--- src/rtl/mips_pkg.sv ---
// Shared definitions for the MIPS ID/EX stage: control bundle layout and opcodes.
package mips_pkg;

  localparam int EX_W = 4;
  localparam int M_W  = 3;
  localparam int WB_W = 2;

  localparam int EX_REGDST   = 3;
  localparam int EX_ALUSRC   = 0;
  localparam int M_BRANCH    = 2;
  localparam int M_MEMREAD   = 1;
  localparam int M_MEMWRITE  = 0;
  localparam int WB_REGWRITE = 1;
  localparam int WB_MEMTOREG = 0;

  typedef enum logic [5:0] {
    RTYPE = 6'h00,
    BEQ   = 6'h04,
    ADDI  = 6'h08,
    SLTI  = 6'h0A,
    ANDI  = 6'h0C,
    ORI   = 6'h0D,
    LW    = 6'h23,
    SW    = 6'h2B
  } opcode_e;

  // rt is a source when the ALU takes it as operand B, or when a store writes it to memory.
  function automatic logic uses_rt(input logic [EX_W-1:0] ex_ctl, input logic [M_W-1:0] m_ctl);
    return ~ex_ctl[EX_ALUSRC] | m_ctl[M_MEMWRITE];
  endfunction

endpackage

--- src/rtl/id_ex_stage_hazard_unit.sv ---
// Load-use hazard detector: compares the load in EX against the sources of the ID instruction.
module hazard_unit
  import mips_pkg::*;
#(
  parameter int REG_AW = 5
) (
  input  logic [M_W-1:0]    ex_m_ctl,
  input  logic              ex_valid,
  input  logic [REG_AW-1:0] ex_rt,
  input  logic [EX_W-1:0]   id_ex_ctl,
  input  logic [M_W-1:0]    id_m_ctl,
  input  logic              id_valid,
  input  logic [REG_AW-1:0] id_rs,
  input  logic [REG_AW-1:0] id_rt,
  input  logic              flush,
  output logic              stall
);

  logic hazard;

  always_comb begin
    hazard = ex_m_ctl[M_MEMREAD] & ex_valid & id_valid &
             (ex_rt != {REG_AW{1'b0}}) &
             ((ex_rt == id_rs) | (uses_rt(id_ex_ctl, id_m_ctl) & (ex_rt == id_rt)));
    // A squashed instruction never needs to wait for its operands.
    stall  = hazard & ~flush;
  end

endmodule

--- src/rtl/id_ex_stage.sv ---
// ID/EX pipeline register with load-use stall, branch-flush bubbles and a saturating bubble counter.
module id_ex_stage
  import mips_pkg::*;
#(
  parameter int XLEN   = 32,
  parameter int REG_AW = 5,
  parameter int CNT_W  = 16
) (
  input  logic              clk,
  input  logic              rst_n,
  input  logic [EX_W-1:0]   id_ex_ctl,
  input  logic [M_W-1:0]    id_m_ctl,
  input  logic [WB_W-1:0]   id_wb_ctl,
  input  logic              id_valid,
  input  logic [XLEN-1:0]   id_pc4,
  input  logic [XLEN-1:0]   id_rs_data,
  input  logic [XLEN-1:0]   id_rt_data,
  input  logic [XLEN-1:0]   id_imm,
  input  logic [REG_AW-1:0] id_rs,
  input  logic [REG_AW-1:0] id_rt,
  input  logic [REG_AW-1:0] id_rd,
  input  logic              flush,
  output logic              stall,
  output logic              pc_write,
  output logic              ifid_write,
  output logic [EX_W-1:0]   ex_ex_ctl,
  output logic [M_W-1:0]    ex_m_ctl,
  output logic [WB_W-1:0]   ex_wb_ctl,
  output logic              ex_valid,
  output logic [XLEN-1:0]   ex_pc4,
  output logic [XLEN-1:0]   ex_rs_data,
  output logic [XLEN-1:0]   ex_rt_data,
  output logic [XLEN-1:0]   ex_imm,
  output logic [REG_AW-1:0] ex_rs,
  output logic [REG_AW-1:0] ex_rt,
  output logic [REG_AW-1:0] ex_rd,
  output logic [CNT_W-1:0]  bubble_cnt
);

  localparam logic [CNT_W-1:0] CNT_MAX = {CNT_W{1'b1}};
  localparam logic [CNT_W-1:0] CNT_ONE = {{(CNT_W-1){1'b0}}, 1'b1};

  logic [EX_W-1:0]   ex_ctl_q, ex_ctl_d;
  logic [M_W-1:0]    m_ctl_q,  m_ctl_d;
  logic [WB_W-1:0]   wb_ctl_q, wb_ctl_d;
  logic              valid_q,  valid_d;
  logic [XLEN-1:0]   pc4_q, rs_data_q, rt_data_q, imm_q;
  logic [REG_AW-1:0] rs_q, rt_q, rd_q;
  logic [CNT_W-1:0]  cnt_q, cnt_d;
  logic              bubble;

  hazard_unit #(.REG_AW(REG_AW)) u_hazard (
    .ex_m_ctl  (m_ctl_q),
    .ex_valid  (valid_q),
    .ex_rt     (rt_q),
    .id_ex_ctl (id_ex_ctl),
    .id_m_ctl  (id_m_ctl),
    .id_valid  (id_valid),
    .id_rs     (id_rs),
    .id_rt     (id_rt),
    .flush     (flush),
    .stall     (stall)
  );

  assign pc_write   = ~stall;
  assign ifid_write = ~stall;
  assign bubble     = stall | flush;

  // Next-state for control bundles, valid and the bubble counter.
  always_comb begin
    ex_ctl_d = {EX_W{1'b0}};
    m_ctl_d  = {M_W{1'b0}};
    wb_ctl_d = {WB_W{1'b0}};
    valid_d  = 1'b0;
    cnt_d    = cnt_q;
    if (bubble || !id_valid) begin
      ex_ctl_d = {EX_W{1'b0}};
      m_ctl_d  = {M_W{1'b0}};
      wb_ctl_d = {WB_W{1'b0}};
      valid_d  = 1'b0;
    end else begin
      ex_ctl_d = id_ex_ctl;
      m_ctl_d  = id_m_ctl;
      wb_ctl_d = id_wb_ctl;
      valid_d  = 1'b1;
    end
    if (bubble && (cnt_q != CNT_MAX)) begin
      cnt_d = cnt_q + CNT_ONE;
    end else begin
      cnt_d = cnt_q;
    end
  end

  // Pipeline register bank; datapath fields load every cycle, even during a bubble.
  always_ff @(posedge clk or negedge rst_n) begin
    if (!rst_n) begin
      ex_ctl_q  <= {EX_W{1'b0}};
      m_ctl_q   <= {M_W{1'b0}};
      wb_ctl_q  <= {WB_W{1'b0}};
      valid_q   <= 1'b0;
      pc4_q     <= {XLEN{1'b0}};
      rs_data_q <= {XLEN{1'b0}};
      rt_data_q <= {XLEN{1'b0}};
      imm_q     <= {XLEN{1'b0}};
      rs_q      <= {REG_AW{1'b0}};
      rt_q      <= {REG_AW{1'b0}};
      rd_q      <= {REG_AW{1'b0}};
      cnt_q     <= {CNT_W{1'b0}};
    end else begin
      ex_ctl_q  <= ex_ctl_d;
      m_ctl_q   <= m_ctl_d;
      wb_ctl_q  <= wb_ctl_d;
      valid_q   <= valid_d;
      pc4_q     <= id_pc4;
      rs_data_q <= id_rs_data;
      rt_data_q <= id_rt_data;
      imm_q     <= id_imm;
      rs_q      <= id_rs;
      rt_q      <= id_rt;
      rd_q      <= id_rd;
      cnt_q     <= cnt_d;
    end
  end

  assign ex_ex_ctl  = ex_ctl_q;
  assign ex_m_ctl   = m_ctl_q;
  assign ex_wb_ctl  = wb_ctl_q;
  assign ex_valid   = valid_q;
  assign ex_pc4     = pc4_q;
  assign ex_rs_data = rs_data_q;
  assign ex_rt_data = rt_data_q;
  assign ex_imm     = imm_q;
  assign ex_rs      = rs_q;
  assign ex_rt      = rt_q;
  assign ex_rd      = rd_q;
  assign bubble_cnt = cnt_q;

endmodule

--- config.mk ---
export PLATFORM = sky130hd
export DESIGN_NAME = id_ex_stage
export DESIGN_NICKNAME = d
export VERILOG_FILES = /design/src/rtl/mips_pkg.sv /design/src/rtl/id_ex_stage_hazard_unit.sv /design/src/rtl/id_ex_stage.sv
export SDC_FILE = /design/constraint.sdc
export NUM_CORES = 1
export LEC_CHECK = 0
export ABC_AREA = 1
export ABC_CLOCK_PERIOD_IN_PS = 3200
export CORE_AREA = 5 5 125 127
export CTS_CLUSTER_SIZE = 40
export DETAILED_ROUTE_END_ITERATION = 10
export DIE_AREA = 0 0 130 132
export HOLD_SLACK_MARGIN = 0.08
export PLACE_DENSITY = 0.8
export SLEW_MARGIN = 20
export SYNTH_ARGS = -nofsm -noshare
export SYNTH_HDL_FRONTEND = slang
export SYNTH_SLANG_ARGS = --single-unit
export TNS_END_PERCENT = 100
--- constraint.sdc ---
create_clock -name clk -period 3.2 [get_ports clk]
set_clock_uncertainty 0.2 [all_clocks]
set_input_delay 0.48 -clock clk [delete_from_list [all_inputs] [get_ports clk]]
set_output_delay 0.48 -clock clk [all_outputs]
set_load 0.05 [all_outputs]
==> impl_metrics.toml <==
[timing]
tightest_slew_ns = 0.6619
fmax_ghz = 0.3929
final-setup-viol-count = 0
fin_crit_ns = 2.545
final_max_slew_viol_count = 0
rsz0062_at_grt = "no"
post-route-period-util_pct = 79.54
fin_setup_tns_ns = 0
relSlewSlack_pct = 55.74
hold_viol = 0
fin_ws_ns = 0.6548

[layout]
final.fill_count = 1068
postLayoutCoreUtil_pct = 64.95
drive_above_1_share_pct = 7.459
diodes = 0
design_area_um2 = 9296
nNetsFinal = 868
area_growth_pct = 79.38

[synth]
yosys_warnings = 0
synth_area_um2 = 5182
syn-num-nets = 523
syn-instance-count = 366
syn_avg_cell_area_um2 = 14.16
ys_ff_latch = 169
seq_area_frac_synth_pct = 81.60
synth_cell_type_count = 21

[clocking]
clock_sinks = 169
cts_resized = 0
cts-htree-levels = 4
cts_root_buffer = "clkbuf_16"
postCtsHoldBufs = 1
cts_setup_buffers = 0
path_clk_slew_ns = 0.07
cts_tree = "built"
clk_latency_ns = 0.41
cts_buffers = 17
clock_path_buffers = 2

[placed_design]
dpl.hpwl_mm = 13.54
globalplace.congestion = 0.8830
place_area_um2 = 8683
io_buffer_count = 327
place_ws_ns = 0.6577

[grt]
grt_pass1_wl_mm = 25.45
grt_usage_pct = 20.14
grt_pass1_vias = 4289
grt_start_max_net_pins = 71
antenna_found_initial = 0
grt_remaining_overflow = 0

[detailed_routing]
drtIter0Drc = 119
route.detailed.drc = 0
vias = 3986
firstDrtPassIters = 4
avgViaCountPerCell = 4.390
drt-total-wl_mm = 17.32
wire_per_inst_um = 19.07
postRouteAntennaNets = 0

[die]
core_area_um2 = 14310
rows = 44
start_util_pct = 36.21
fp.dieW_um = 130
io_pins = 328
dieArea_um2 = 17160
dieHeight_um = 132

[min_path]
hold_class = "input port to register"

[worst_setup_path]
r2r_slack_ns = 1.31
cp_cell_sequence = "clkdlybuf4s50_1, inv_1, nand2_1, nand2_1, nor2_1, nand3_1, nand2_1, nand2_2, nor2_2, inv_1, buf_4"
arrival_ns = 1.87
worst_path_max_delay_cell = "clkdlybuf4s50_1"
cp_data_required_time_ns = 2.52
crit_family = "buffers and inverters"
start_kind = "input port"
slowest_delay_ns = 0.51
path_max_fanout = 3
cp-end-kind = "primary output"
cpMostUsedCell = "nand2_1"
cp_num_buf_inv = 4
path_class = "input port to primary output"

[power]
ir_worst_vdd_mv = 0.4011
pwr_density_cell_nw_per_um2 = 590.1
p_total_w = 0.005486
leakagePower_nw = 4.169

[run]
maxCapViolCount = 0

[status]
run_status = "finished clean"
[layer usage]
metal / track usage (%) / share of wire [%] / routed length, um / up-vias
met4: 9.007 / 3.4 / 597 / 0
met5: 0 / 0 / 0 / -
met3: 7.577 / 9.3 / 1607 / 40
met2: 36.19 / 54 / 9265 / 197
met1: 20.44 / 34 / 5844 / 1920
li1: - / - / - / 1829
[per-stage QoR]
stage | instances | hold slack, ns
6_report | 908 | 0.2933
5_1_grt | 908 | 0.2682
4_1_cts | 908 | 0.2674
3_5_place_dp | 875 | 0.3230
3_3_place_gp | 875 | 0.3124
2_1_floorplan | 366 | -0.01559
[state kept, by name, indices dropped and copies added (netlist names)]
name / count
ex_rt: 5
ex_rs: 5
ex_rt_data: 32
ex_rd: 5
ex_rs_data: 32
ex_m_ctl: 3
ex_valid: 1
ex_imm: 32
ex_ex_ctl: 4
ex_wb_ctl: 2
ex_pc4: 32
bubble_cnt: 16
[layout make-up]
cell class              count  area (um2)  area share, %
repair buffers            331        3312          35.63
clock buffers              19       442.9          4.764
flip-flops and latches    169        4229          45.49
clock inverters            13       160.2          1.723
multi-input cells         156       787.0          8.466
well taps                 184       230.2          2.476
inverters                  36       135.1          1.454
[synth_stat cells]
master / count / area [um2]
dfrtp_1: 169 / 4229
nand2_1: 75 / 281.5
inv_1: 28 / 105.1
nand3_1: 23 / 115.1
nor2_1: 18 / 67.56
nor3_1: 14 / 70.07
xor2_1: 10 / 87.58
inv_2: 7 / 26.28
xnor2_1: 4 / 35.03
buf_2: 3 / 15.01
nand4_1: 3 / 18.77
nand2_2: 2 / 12.51
nand2_4: 2 / 22.52
buf_4: 1 / 7.510
buf_6: 1 / 11.26
clkinv_1: 1 / 3.750
ha_1: 1 / 12.51
nand4_2: 1 / 12.51
nand4_4: 1 / 21.27
nor2_4: 1 / 11.26
nor3_4: 1 / 16.27
[where the power goes]
| part | switching [W] | total [W] | leakage (nW) | internal [W] |
|---|---|---|---|---|
| combinational | 0.000656 | 0.00107 | 1.86 | 0.000418 |
| clock | 0.000877 | 0.00207 | 0.290 | 0.00119 |
| sequential | 0.0000831 | 0.00234 | 2.02 | 0.00226 |
[worst paths after layout]
path | from | cells after the start | end
worst min register to register | bubble_cnt[14] | 2 | bubble_cnt[14]
min in group asynchronous | rst_n | 2 | bubble_cnt[15]
worst max-delay path | id_rs[3] | 11 | pc_write
worst max register to register | bubble_cnt[0] | 7 | bubble_cnt[6]
worst min-delay path | id_pc4[15] | 1 | ex_pc4[15]
max in group asynchronous | rst_n | 3 | ex_imm[17]
[kinds of logic (layout without fill, tap and decap cells)]
| family | Yosys count | in the layout | synth area share [%] |
|---|---|---|---|
| XOR/XNOR | 14 | 14 | 2.366 |
| adder cells (fa/ha/maj) | 1 | 1 | 0.2414 |
| flip-flops | 169 | 169 | 81.60 |
| buffers and inverters | 41 | 399 | 3.259 |
| AND/OR/NAND/NOR | 141 | 141 | 12.53 |
[placed cells by master (no fill, tap or decap), types with 3 or more instances in the layout]
cell type	count
clkdlybuf4s50_1	323
dfrtp_1	169
nand2_1	75
inv_1	28
nand3_1	23
nor2_1	17
clkbuf_16	17
nor3_1	14
xor2_1	10
inv_2	7
buf_4	5
xnor2_1	4
inv_6	4
nand4_1	3
Note: power is estimated with default switching activity, not from simulation.
==> patch, RTL diff (same settings) <==
Reset style: synchronous (`rst_n`), changed in one clocked block.
--- a/src/rtl/id_ex_stage.sv
+++ b/src/rtl/id_ex_stage.sv
@@ -94,3 +94,3 @@
   // Pipeline register bank; datapath fields load every cycle, even during a bubble.
-  always_ff @(posedge clk or negedge rst_n) begin
+  always_ff @(posedge clk) begin
     if (!rst_n) begin
Check against the original RTL: differs if rst_n is asserted again (counterexample within 4 cycles, from zero or initial values and one cycle with rst_n low); with rst_n held inactive, the same outputs for 10 cycles.
==> patch against the unedited design <==
Wire length is 1.5% lower. Design area is 2.4% higher. Combinational power is 14% lower. Sequential cell count stayed put. Cell count is 32% higher. Power is 5.4% lower. First-iteration DRC count is 91% higher. Setup slack worse by 0.077 ns. Area after synthesis is 6.4% higher. Critical endpoint unchanged. Highest routed layer is now met5.
==> patch: results (changes against the unedited design) <==
H-tree Lvls -> 4 (unchanged)
Filler cells -> 1181 (was 1068)
Synth top area share -> 61.4% (was 81.6%)
pin count of the biggest net entering global routing -> 43 (was 71)
met2 Usage GRT -> 34.5% (was 36.2%)
DR iter-0 viols -> 227 (was 119)
Ys Warns -> 0 (unchanged)
grt met1 use -> 18.4% (was 20.4%)
peak supply drop -> 0.306 mV (was 0.401 mV)
FF-to-FF End -> bubble_cnt[6] (unchanged)
crit path to -> pc_write (unchanged)
PortBufs -> 327 (unchanged)
first-pass GRT wire length -> 25.2 mm (was 25.5 mm)
diodes inserted -> 0 (unchanged)
RR Startpoint -> ex_rt[3] (was bubble_cnt[0])
Post-Syn Nets -> 831 (was 523)
total CTS buffers -> 17 (unchanged)
crit-path max cell delay -> 0.52 ns
CP delay by family, top -> buffers and inverters (unchanged)
Synth area leaders -> dfxtp_1 61%, nand2_1 14%, inv_1 12% (was dfrtp_1 82%, nand2_1 5.4%, nand3_1 2.2%)
Detail Placement HPWL -> 13.7 mm (was 13.5 mm)
Worst Path Arrival -> 1.94 ns (was 1.87 ns)
library cells used by synthesis -> 25 (was 21)
Worst setup startpoint -> id_rt[0] (was id_rs[3])
post-synthesis sequential area ratio -> 61.4% (was 81.6%)
HP Class -> in -> reg (unchanged)
Max Fanout on Critical Path -> 3 (unchanged)
Rel. slew slack -> 59.4% (was 55.7%)
Max stage delay cell, worst path -> clkdlybuf4s50_1 (unchanged)
Root Driver -> clkbuf_16 (unchanged)
R2R depth -> 12 (was 7)
Placed Instance Area -> 8930 µm² (was 8680 µm²)
status -> finished, final reports clean (unchanged)
Final Hold Viols -> 0 (unchanged)
Clk Latency, worst-skew pair -> 0.42 ns
final setup fails -> 0 (unchanged)
gp weighted congestion -> 0.855 (was 0.883)
post-CTS resize count -> 0 (unchanged)
Clk pwr share -> 39.2% (was 37.7%)
sequential power -> 2.24 mW (was 2.34 mW)
DRT Pass-1 Iters -> 5 (was 4)
share of cells above drive strength 1 -> 6.21% (was 7.46%)
Int Pwr -> 3.75 mW (was 3.87 mW)
reg-to-reg slack, setup -> 1.18 ns (was 1.31 ns)
Nets -> 1158 (was 868)
initial antenna violation count -> 1 (was 0)
most common library cells after synthesis -> 203 x nand2_1, 175 x inv_1, 169 x dfxtp_1, 39 x nor2_1, 16 x nand3_1 (was 169 x dfrtp_1, 75 x nand2_1, 28 x inv_1, 23 x nand3_1, 18 x nor2_1)
post-DR vias/cell -> 4.15 (was 4.39)
Power, Total -> 5.19 mW (was 5.49 mW)
vias in the first global route -> 4814 (was 4289)
Leak -> 4.95 nW (was 4.17 nW)
routing usage on met3 -> 11.1% (was 7.58%)
Setup Buffers After CTS -> 0 (unchanged)
Async SR Flop Fraction -> 0% (was 100%)
Tot GR Track Use -> 19.5% (was 20.1%)
total wire length -> 17.1 mm (was 17.3 mm)
[patch: worst min path at each step]
stage | startpoint | to | slack, ns | cells after the start
final | rst_n | ex_rt_data[31] | 0.29 | 3
after global routing | rst_n | ex_rt_data[31] | 0.30 | 3
after CTS | rst_n | ex_pc4[25] | 0.28 | 3
after detailed placement | bubble_cnt[4] | bubble_cnt[4] | 0.35 | 2
after global placement | bubble_cnt[4] | bubble_cnt[4] | 0.34 | 2
after floorplan | id_rs[0] | ex_rs[0] | 0.37 | 2
[patch: routing by layer]
| layer | vias to the layer above | wire, µm |
|---|---|---|
| li1 | 2551 | - |
| met1 | 2189 | 5730 |
| met2 | 206 | 8760 |
| met3 | 27 | 2160 |
| met4 | 2 | 394 |
| met5 | - | 11 |
[patch: final cells by class]
| type | instances | area [µm²] | share of cell area, % |
|---|---|---|---|
| Sequential cell | 169 | 3380 | 35.6 |
| Timing Repair Buffer | 330 | 3300 | 34.7 |
| Multi-Input combinational cell | 300 | 1330 | 13.9 |
| Inverter | 183 | 687 | 7.22 |
| Clock buffer | 17 | 425 | 4.47 |
| Tap cell | 184 | 230 | 2.42 |
| Clock inverter | 15 | 165 | 1.74 |
[patch: metrics by stage]
| stage | instances | setup WS (ns) |
|---|---|---|
| detailed placement | 1166 | 0.572 |
| global route | 1198 | 0.367 |
| CTS | 1198 | 0.566 |
| global placement | 1166 | 0.644 |
| floorplan | 674 | 0.245 |
| finish | 1198 | 0.578 |
[patch: kinds of logic after synthesis]
logic type,synth area share [%]
XOR/XNOR,0.159
adder cells (fa/ha/maj),0.227
buffers and inverters,14.6
flip-flops,61.4
AND/OR/NAND/NOR,22.3
AO/OA/AOI/OAI,1.36
